`src/rtl/mmc3_irq_counter.sv`:
```
// MMC3 scanline IRQ counter: filters PPU A12 rises into counter clocks and
// raises an active-low CPU IRQ when the down-counter reaches zero.
module mmc3_irq_counter #(
  parameter int A12_LOW_MIN   = 3,
  parameter bit NEW_BEHAVIOUR = 1'b1
) (
  input  logic       m2,
  input  logic       reset,
  input  logic       ppu_a12,
  input  logic       reg_we,
  input  logic [1:0] reg_sel,
  input  logic [7:0] reg_data,
  output logic       irq
);

  localparam logic [1:0] SEL_LATCH   = 2'd0;
  localparam logic [1:0] SEL_RELOAD  = 2'd1;
  localparam logic [1:0] SEL_DISABLE = 2'd2;
  localparam logic [1:0] SEL_ENABLE  = 2'd3;
  localparam logic [2:0] LOW_MIN     = 3'(A12_LOW_MIN);

  logic       s1_reg, s2_reg, prev_reg;
  logic [2:0] low_cnt_reg, low_cnt_next;
  logic [7:0] latch_reg, latch_next;
  logic [7:0] counter_reg, counter_next, counter_evt;
  logic       reload_flag_reg, reload_flag_next, reload_evt;
  logic       irq_en_reg, irq_en_next;
  logic       irq_pend_reg, irq_pend_next;
  logic       clk_evt, pend_set;
  logic       wr_latch, wr_reload, wr_disable, wr_enable;

  assign wr_latch   = reg_we && (reg_sel == SEL_LATCH);
  assign wr_reload  = reg_we && (reg_sel == SEL_RELOAD);
  assign wr_disable = reg_we && (reg_sel == SEL_DISABLE);
  assign wr_enable  = reg_we && (reg_sel == SEL_ENABLE);

  // A rise only counts after A12 has been low long enough to reject
  // the short low glitches seen during sprite/background fetch overlap.
  assign clk_evt = s2_reg && !prev_reg && (low_cnt_reg >= LOW_MIN);

  always_comb begin
    low_cnt_next = 3'd0;
    if (!s2_reg) begin
      low_cnt_next = (low_cnt_reg == 3'd7) ? 3'd7 : low_cnt_reg + 3'd1;
    end
  end

  always_comb begin
    counter_evt = counter_reg;
    reload_evt  = reload_flag_reg;
    pend_set    = 1'b0;
    if (clk_evt) begin
      if ((counter_reg == 8'd0) || reload_flag_reg) begin
        counter_evt = latch_reg;
        reload_evt  = 1'b0;
      end else begin
        counter_evt = counter_reg - 8'd1;
      end
      if (NEW_BEHAVIOUR) begin
        pend_set = (counter_evt == 8'd0) && irq_en_reg;
      end else begin
        pend_set = (counter_evt == 8'd0) && irq_en_reg &&
                   ((counter_reg != 8'd0) || reload_flag_reg);
      end
    end
  end

  // Register writes are applied on top of the counter-clock result, so
  // a same-cycle clock always sees the old latch, counter, flag and enable.
  always_comb begin
    latch_next       = wr_latch ? reg_data : latch_reg;
    counter_next     = wr_reload ? 8'd0 : counter_evt;
    reload_flag_next = wr_reload ? 1'b1 : reload_evt;
    irq_en_next      = irq_en_reg;
    if (wr_enable) begin
      irq_en_next = 1'b1;
    end else if (wr_disable) begin
      irq_en_next = 1'b0;
    end
    irq_pend_next = wr_disable ? 1'b0 : (irq_pend_reg || pend_set);
  end

  always_ff @(posedge m2) begin
    if (reset) begin
      s1_reg          <= 1'b0;
      s2_reg          <= 1'b0;
      prev_reg        <= 1'b0;
      low_cnt_reg     <= 3'd0;
      latch_reg       <= 8'd0;
      counter_reg     <= 8'd0;
      reload_flag_reg <= 1'b0;
      irq_en_reg      <= 1'b0;
      irq_pend_reg    <= 1'b0;
    end else begin
      s1_reg          <= ppu_a12;
      s2_reg          <= s1_reg;
      prev_reg        <= s2_reg;
      low_cnt_reg     <= low_cnt_next;
      latch_reg       <= latch_next;
      counter_reg     <= counter_next;
      reload_flag_reg <= reload_flag_next;
      irq_en_reg      <= irq_en_next;
      irq_pend_reg    <= irq_pend_next;
    end
  end

  assign irq = ~irq_pend_reg;

endmodule

```
`config.mk`:
```
export PLATFORM = sky130hd
export DESIGN_NAME = mmc3_irq_counter
export DESIGN_NICKNAME = d
export VERILOG_FILES = /design/src/rtl/mmc3_irq_counter.sv
export SDC_FILE = /design/constraint.sdc
export NUM_CORES = 1
export LEC_CHECK = 0
export ABC_CLOCK_PERIOD_IN_PS = 2000
export BUFFER_PORTS_ARGS = -buffer_cell sky130_fd_sc_hd__buf_2
export CAP_MARGIN = 20
export CORE_ASPECT_RATIO = 1.25
export CORE_MARGIN = 5
export CORE_UTILIZATION = 30
export CTS_BUF_LIST = sky130_fd_sc_hd__clkbuf_16
export DETAILED_ROUTE_END_ITERATION = 8
export HOLD_SLACK_MARGIN = 0.03
export SKIP_CTS_REPAIR_TIMING = 1
export SLEW_MARGIN = 15
export SYNTH_ARGS = -nofsm -noshare
export SYNTH_HDL_FRONTEND = slang
export SYNTH_SLANG_ARGS = --single-unit
```
`constraint.sdc`:
```
create_clock -name m2 -period 2 [get_ports m2]
set_input_delay 0.2 -clock m2 [delete_from_list [all_inputs] [get_ports m2]]
set_output_delay 0.2 -clock m2 [all_outputs]
set_load 0.02 [all_outputs]
```
# [Yosys cells after proc, flatten, opt, wreduce, memory -nomap -nowiden]
# Index checks and enable logic that the tools add are counted.
# Widths: inputs -> output; s select.
[totals] ff_bits=25 wordCells=46
[op_classes] muxes=9 eq_ne=4 reduce_logical=20 n_addsub=2 n_lt_le_gt_ge=1 bitwise_logic=1
[op_table] op="$logic_not 8->1" n=2
[op_table] op="$mux 8" n=2
[op_table] op="$sub 8x1->8 const B" n=1
[op_table] op="$logic_and 1x1->1" n=7
[op_table] op="$mux 1" n=6
[op_table] op="$reduce_bool 2->1" n=3
[op_table] op="$reduce_or 2->1" n=3
[op_table] op="$eq 2x2->1 const B" n=2
[op_table] op="$add 3x1->3 const B" n=1
[op_table] op="$eq 3x3->1 const B" n=1
[op_table] op="$ge 3x2->1 const B" n=1
[op_table] op="$mux 3" n=1
[op_table] op="$eq 2x1->1 const B" n=1
[op_table] op="$logic_not 2->1" n=1
[op_table] op="$logic_or 1x1->1" n=2
[op_table] op="$reduce_and 2->1" n=1
[op_table] op="$logic_not 1->1" n=1
[op_table] op="$not 1->1" n=1

# [Longest topological paths before layout]
# Gate-level depths: netlist of the first run.
[logic_depth] word_depth=8 ltp_mapped=8

# [Least setup slack after synthesis of the first run]
# Ideal clock, no wire load.
[synth_timing] path_kind="flip-flop to flip-flop" from="register counter_reg[0]" to="register counter_reg[3]" synth_period_minus_slack_ns=1.925 setup_ns=0.124 t_arrival_ns=1.800 path_stages_with_launch=9 t_required_ns=1.876 setup_slack_ns=0.075 n_path_buf=1 cell_sequence="dfxtp_1 -> clkbuf_1 -> inv_1 -> ha_1 -> nor3b_2 -> a21oi_2 -> mux2_2 -> a22oi_1 -> nor2_1"
[synth_between] elab_chain_len=4
[synth_rtl] element="from (decl)" line_no="25" text="logic [7:0] counter_reg, counter_next, counter_evt;"
[synth_rtl] element="from (signal assigned)" line_no="100" text="counter_reg <= counter_next;"
[synth_rtl] element="branches (longest 2 deep; another with $sub 8x1->8)"
[synth_rtl] element="$mux 8 (*)" line_no="53" text="if ((counter_reg == 8'd0) || reload_flag_reg) begin"
[synth_rtl] element="$mux 8 (*)" line_no="52" text="if (clk_evt) begin"
# Every way passes the cells marked *. The select of a mux whose other input is x is not followed.
# A chain may end at the register's enable or synchronous reset.

# [Worst setup path in the final report of the first run]
[layout_timing] from="register counter_reg[1]" to="register irq_pend_reg"
[layout_between] elab_chain_len=8
[layout_rtl] element="branches (longest 2 deep; another with $sub 8x1->8)"
[layout_rtl] element="$mux 8 (*)" line_no="53"
[layout_rtl] element="$mux 8 (*)" line_no="52"
[layout_rtl] element="$logic_not 8->1 (*)"
[layout_rtl] element="$logic_and 1x1->1 (*)"
[layout_rtl] element="$mux 1 (*)" line_no="52"
[layout_rtl] element="$logic_or 1x1->1 (*)" line_no="80" text="irq_pend_next = wr_disable ? 1'b0 : (irq_pend_reg || pend_set);"
[layout_rtl] element="to (signal assigned)" line_no="103" text="irq_pend_reg <= irq_pend_next;"
[layout_rtl] element="to (decl)" line_no="28" text="logic irq_pend_reg, irq_pend_next;"
# Marked as above.

==> flow_summary.yaml, run 1 <==
sta:
  rsz0062_at_grt: "no"
  setup_viol: 0
  fin_crit_sh_pct: 92.4
  fin_skew_ns: 0.00152
  maxSlewViolCount: 0
  period_needed_ns: 1.85
  timing.setup.tns_ns: 0
  clock.fmax_ghz: 0.541
  worstMarginPinSlew_ns: 0.390
  slew_headroom_pct: 73.8
  hold_viol: 0
cells_and_area:
  final_cell_area_um2: 1500
  drive_above_1_share_pct: 16.7
  fin_util_pct: 36.6
  num_antenna_cells: 0
  fin_nets: 186
  area_delta_synth_final_pct: 18.1
power:
  ir_drop_mv: 0.553
  finalPower_w: 0.00105
  p_leak_nw: 0.568
  power_density_nw_per_um2: 697
place:
  routabilityCongestion: 0.855
  place_hpwl_mm: 2.12
  placed_area_um2: 1420
  place.port_buffers: 14
global_route:
  antenna_found_initial: 0
  grt_pass1_wl_mm: 4.77
  grt_usage_pct: 11.1
  first_global_vias: 1061
  grt_max_degree: 20
  overflow: 0
synthesis:
  ys_ff_latch: 25
  synth_area_um2: 1270
  synth_top_area_share_pct: 39.4
  ys_top_cells_by_area: "dfxtp_1 39%, mux2i_1 6.3%, nor2_1 4.7%, nand2_1 4.4%, a21oi_1 4.3%"
  yosys_warnings: 0
  syn-num-nets: 170
  synth-async-reset-ratio_pct: 0
  synth.most_common_cell: "dfxtp_1"
  ys_seq_area_share_pct: 39.4
  yosys-top-cells-count: "25 x dfxtp_1, 16 x nor2_1, 15 x nand2_1"
  synth-edff-count: 0
  yosysTopAreaCell: "dfxtp_1"
  synthFlopType: "dfxtp_1"
  ys_types: 40
  avgSynthCellArea_um2: 8.29
  syn_inst: 153
setup_path:
  critPathCaptureType: "flip-flop"
  worstPathRequired_ns: 2.17
  crit_path_start: "counter_reg[1]"
  crit_type: "reg2reg"
  reg2reg_depth: 8
  worstSetupStartpointType: "flip-flop"
  reg2reg_slack_ns: 0.15
  cp-endpoint: "irq_pend_reg"
  crit_path_max_fanout: 6
  worstReg2RegStart: "counter_reg[1]"
  arrival_ns: 2.02
  regToRegEndpoint: "irq_pend_reg"
die:
  io_pins: 15
  die_w_um: 68.2
  coreArea_um2: 4100
  rows: 26
  fp.dieH_um: 82.7
  start_util_pct: 31.0
  dieArea_um2: 5640
clock_tree:
  clkTransAtPathRegs_ns: 0.06
  cts_tree: "done"
  clock_latency_ns: 0.26
  clock_sinks: 25
  clk_path_buf_depth: 2
  cts_root_buf: "clkbuf_16"
  numCtsBuffers: 3
  htree_num_levels: 1
routing:
  first_pass_iters: 4
  drtAntennaViolNets: 0
  vias_per_cell: 4.93
  via_count: 1105
  drc: 0
  avgRoutedWirePerCell_um: 12.4
  routed_wirelength_mm: 2.77
  drt_iter0_drc: 26
job:
  cap_violations: 0
worst_hold_path:
  hold_class: "in2reg"
  hold-path-cell-count: 2
run_status:
  status: "finished, final reports clean"
==> worst max-delay path: stages (launching register included) <==
cell and delay, ns:
dfxtp_1 0.35, inv_1 0.09, ha_1 0.18, nor3b_2 0.37, a21oi_2 0.12, buf_4 0.17, nor3_1 0.17, a31oi_1 0.08
o31ai_1 0.24
==> logic make-up (layout without fill, tap and decap cells) <==
logic type / Yosys count / after routing / share of synthesized area [%]
simple gates: 63 / 63 / 27.0
compound gates: 35 / 35 / 17.6
flops: 25 / 25 / 39.4
buf+inv: 17 / 32 / 5.13
mux: 9 / 9 / 7.20
fa+ha+maj: 3 / 3 / 2.96
xor+xnor: 1 / 1 / 0.690
==> report_power, final <==
group | switching [W] | internal (W) | leakage [nW]
Clock | 0.000173 | 0.000269 | 0.0409
Sequential | 0.0000126 | 0.000513 | 0.203
Combinational | 0.0000406 | 0.0000367 | 0.324
Total | 0.000226 | 0.000819 | 0.568
==> worst min path at each step <==
stage | start | end
floorplan | ppu_a12 | s1_reg
global placement | ppu_a12 | s1_reg
detailed placement | ppu_a12 | s1_reg
CTS | ppu_a12 | s1_reg
global route | reg_data[3] | latch_reg[3]
finish | ppu_a12 | s1_reg
==> routing by layer <==
layer	global-route usage (%)	vias up	share of wire (%)	wire length, µm
li1	-	576	-	-
met1	14.2	505	45	1250
met2	18.0	19	49	1350
met3	2.03	5	4.0	110
met4	5.17	0	2.2	61
met5	0	-	0	0
==> layout by cell type (no fill, tap or decap), types with 3 or more instances in the layout <==
cell / instances
dfxtp_1: 25
nor2_1: 16
nand2_1: 15
buf_2: 14
a21oi_1: 11
inv_1: 8
mux2i_1: 8
nor3_1: 6
buf_4: 6
nor2b_1: 5
o21ai_0: 5
nand3b_1: 3
o211ai_1: 3
o31ai_1: 3
a31oi_1: 3
ha_1: 3
clkbuf_16: 3
==> through the flow <==
step / hold WS (ns) / cells / setup WS [ns]
final: 0.149 / 224 / 0.151
after global routing: 0.187 / 224 / 0.0123
after CTS: 0.147 / 224 / 0.176
after detailed placement: 0.418 / 220 / 0.193
after global placement: 0.410 / 220 / 0.261
after floorplan: 0.328 / 153 / 0.0754
==> final cells by class <==
cell class,count,area (µm²)
multi-input cells,111,703
inverters,8,30.0
well taps,56,70.1
repair buffers,20,115
flip-flops and latches,25,500
clock buffers,3,75.1
fillers,453,2600
clock inverters,1,5.00
Note: power is estimated with default switching activity, not from simulation.
==> run 2, diff against run 1 <==
- ABC_CLOCK_PERIOD_IN_PS: 2000 -> 2200
- clock period: 2 -> 2.2 ns (I/O delays scaled with it)
==> run 2 against run 1 <==
  * Worst setup slack better by 0.16 ns
  * Wire length is 0.54% higher
  * Largest power group unchanged
  * Flip-flop and latch count stayed put
  * Critical path depth is 1 lower
  * Sequential share of layout area is 0.51 points higher
  * Global-route usage is 0.68 points lower
  * Largest cell class unchanged
==> flow_summary.yaml, run 2 (synthesized netlist as in run 1, its figures left out) <==
die:
  coreArea_um2: 4100
  dieArea_um2: 5640
  die_w_um: 68.2
  fp.dieH_um: 82.7
  rows: 26
  start_util_pct: 31.0
  io_pins: 15
worst_hold_path:
  hold-path-cell-count: 2
  whs_endpoint: "s1_reg"
  hold_class: "in2reg"
  min-delay-start: "ppu_a12"
power:
  combPwrFrac_pct: 7.2
  p_clk_share_pct: 42.6
  p_sw_w: 0.000208
  power_density_nw_per_um2: 645
  seqPwrFrac_pct: 50.2
  finalPower_w: 0.000952
  p_int_w: 0.000744
  switching_share_pct: 21.9
  p_leak_nw: 0.553
  ir_drop_mv: 0.481
place:
  pre_cts_ws_ns: 0.319
  place_hpwl_mm: 2.04
  routabilityCongestion: 0.875
  place.port_buffers: 14
sta:
  slew_headroom_pct: 74.5
  fin_crit_sh_pct: 85.8
  holdWs_ns: 0.181
  hold_viol: 0
  maxSlewViolCount: 0
  clock.fmax_ghz: 0.530
  setup_viol: 0
  worstMarginPinSlew_ns: 0.379
  fin_ws_ns: 0.312
  period_needed_ns: 1.89
  rsz0062_at_grt: "no"
  fin_skew_ns: 0.00125
  timing.setup.tns_ns: 0
run_status:
  status: "finished, final reports clean"
cells_and_area:
  drive_above_1_share_pct: 15.2
  fin_nets: 183
  fin_util_pct: 36.0
  final_common_cell: "dfxtp_1"
  area_delta_synth_final_pct: 16.4
  final_cell_mix: "25 x dfxtp_1, 16 x nor2_1, 15 x nand2_1"
  num_antenna_cells: 0
setup_path:
  worstSetupStartpointType: "flip-flop"
  worstPathCellList: "inv_1, ha_1, nor3b_2, a21oi_2, mux2_2, a22oi_1, nor2_1"
  crit_path_start: "counter_reg[0]"
  reg2reg_slack_ns: 0.31
  slowest_delay_ns: 0.45
  crit_type: "reg2reg"
  reg2reg_depth: 7
  arrival_ns: 2.03
  worstReg2RegStart: "counter_reg[0]"
  worstPathRequired_ns: 2.34
  critPathCaptureType: "flip-flop"
  crit_slowest_cell: "dfxtp_1"
  crit_path_max_fanout: 8
  regToRegEndpoint: "counter_reg[3]"
global_route:
  grt_max_degree: 20
  first_global_vias: 1002
  grt_pass1_wl_mm: 4.49
  antenna_found_initial: 0
  grt_usage_pct: 10.5
  overflow: 0
clock_tree:
  cts_root_buf: "clkbuf_16"
  clk_path_buf_depth: 2
  clkTransAtPathRegs_ns: 0.06
  cts_tree: "done"
  clock_latency_ns: 0.26
  clock_sinks: 25
  numCtsBuffers: 3
  htree_num_levels: 1
routing:
  drt_iter0_drc: 20
  routed_wirelength_mm: 2.79
  vias_per_cell: 5.03
  first_pass_iters: 4
  drc: 0
  avgRoutedWirePerCell_um: 12.6
  via_count: 1111
  drtAntennaViolNets: 0
job:
  cap_violations: 0
[run 2: critical path, delay by kind of cell, from the launching register on]
kind / cells / cell delay (ns)
fa+ha+maj: 1 / 0.23
mux: 1 / 0.35
buf+inv: 1 / 0.10
compound gates: 2 / 0.40
simple gates: 2 / 0.24
flops: 1 / 0.45
[run 2: cell type report]
type | instances | area, µm²
Tap cell | 56 | 70.1
Clock buffer | 3 | 75.1
Fill cell | 466 | 2620
Clock inverter | 1 | 5.00
Multi-Input combinational cell | 111 | 703
Inverter | 8 | 30.0
Timing Repair Buffer | 17 | 92.6
Sequential cell | 25 | 500
[run 2: layer usage]
metal  wire, µm  track usage (%)  up-vias
li1           -                -      565
met1       1350             13.0      523
met2       1320             17.1       19
met3         71             2.57        4
met4         45             4.37        0
met5          0                0        -
[run 2: metrics by stage]
stage	instance area [µm²]	std cells
2_1_floorplan	1270	153
3_3_place_gp	1400	217
3_5_place_dp	1400	217
4_1_cts	1480	221
5_1_grt	1480	221
6_report	1480	221
[run 2: power groups by stage]
stage / Clock, W / Combinational (W) / Sequential [W]
finish: 0.000405 / 0.0000690 / 0.000478
global route: 0.000436 / 0.0000772 / 0.000479
CTS: 0.000414 / 0.0000700 / 0.000478
detailed placement: 0 / 0.0000697 / 0.000488
global placement: 0 / 0.0000689 / 0.000488
floorplan: 0 / 0.0000495 / 0.000482
[run 2: worst max-delay path by stage]
| stage | end | cells after the start |
|---|---|---|
| 2_1_floorplan | counter_reg[3] | 8 |
| 3_3_place_gp | counter_reg[3] | 7 |
| 3_5_place_dp | counter_reg[3] | 7 |
| 4_1_cts | counter_reg[3] | 7 |
| 5_1_grt | irq_pend_reg | 6 |
| 6_report | counter_reg[3] | 7 |
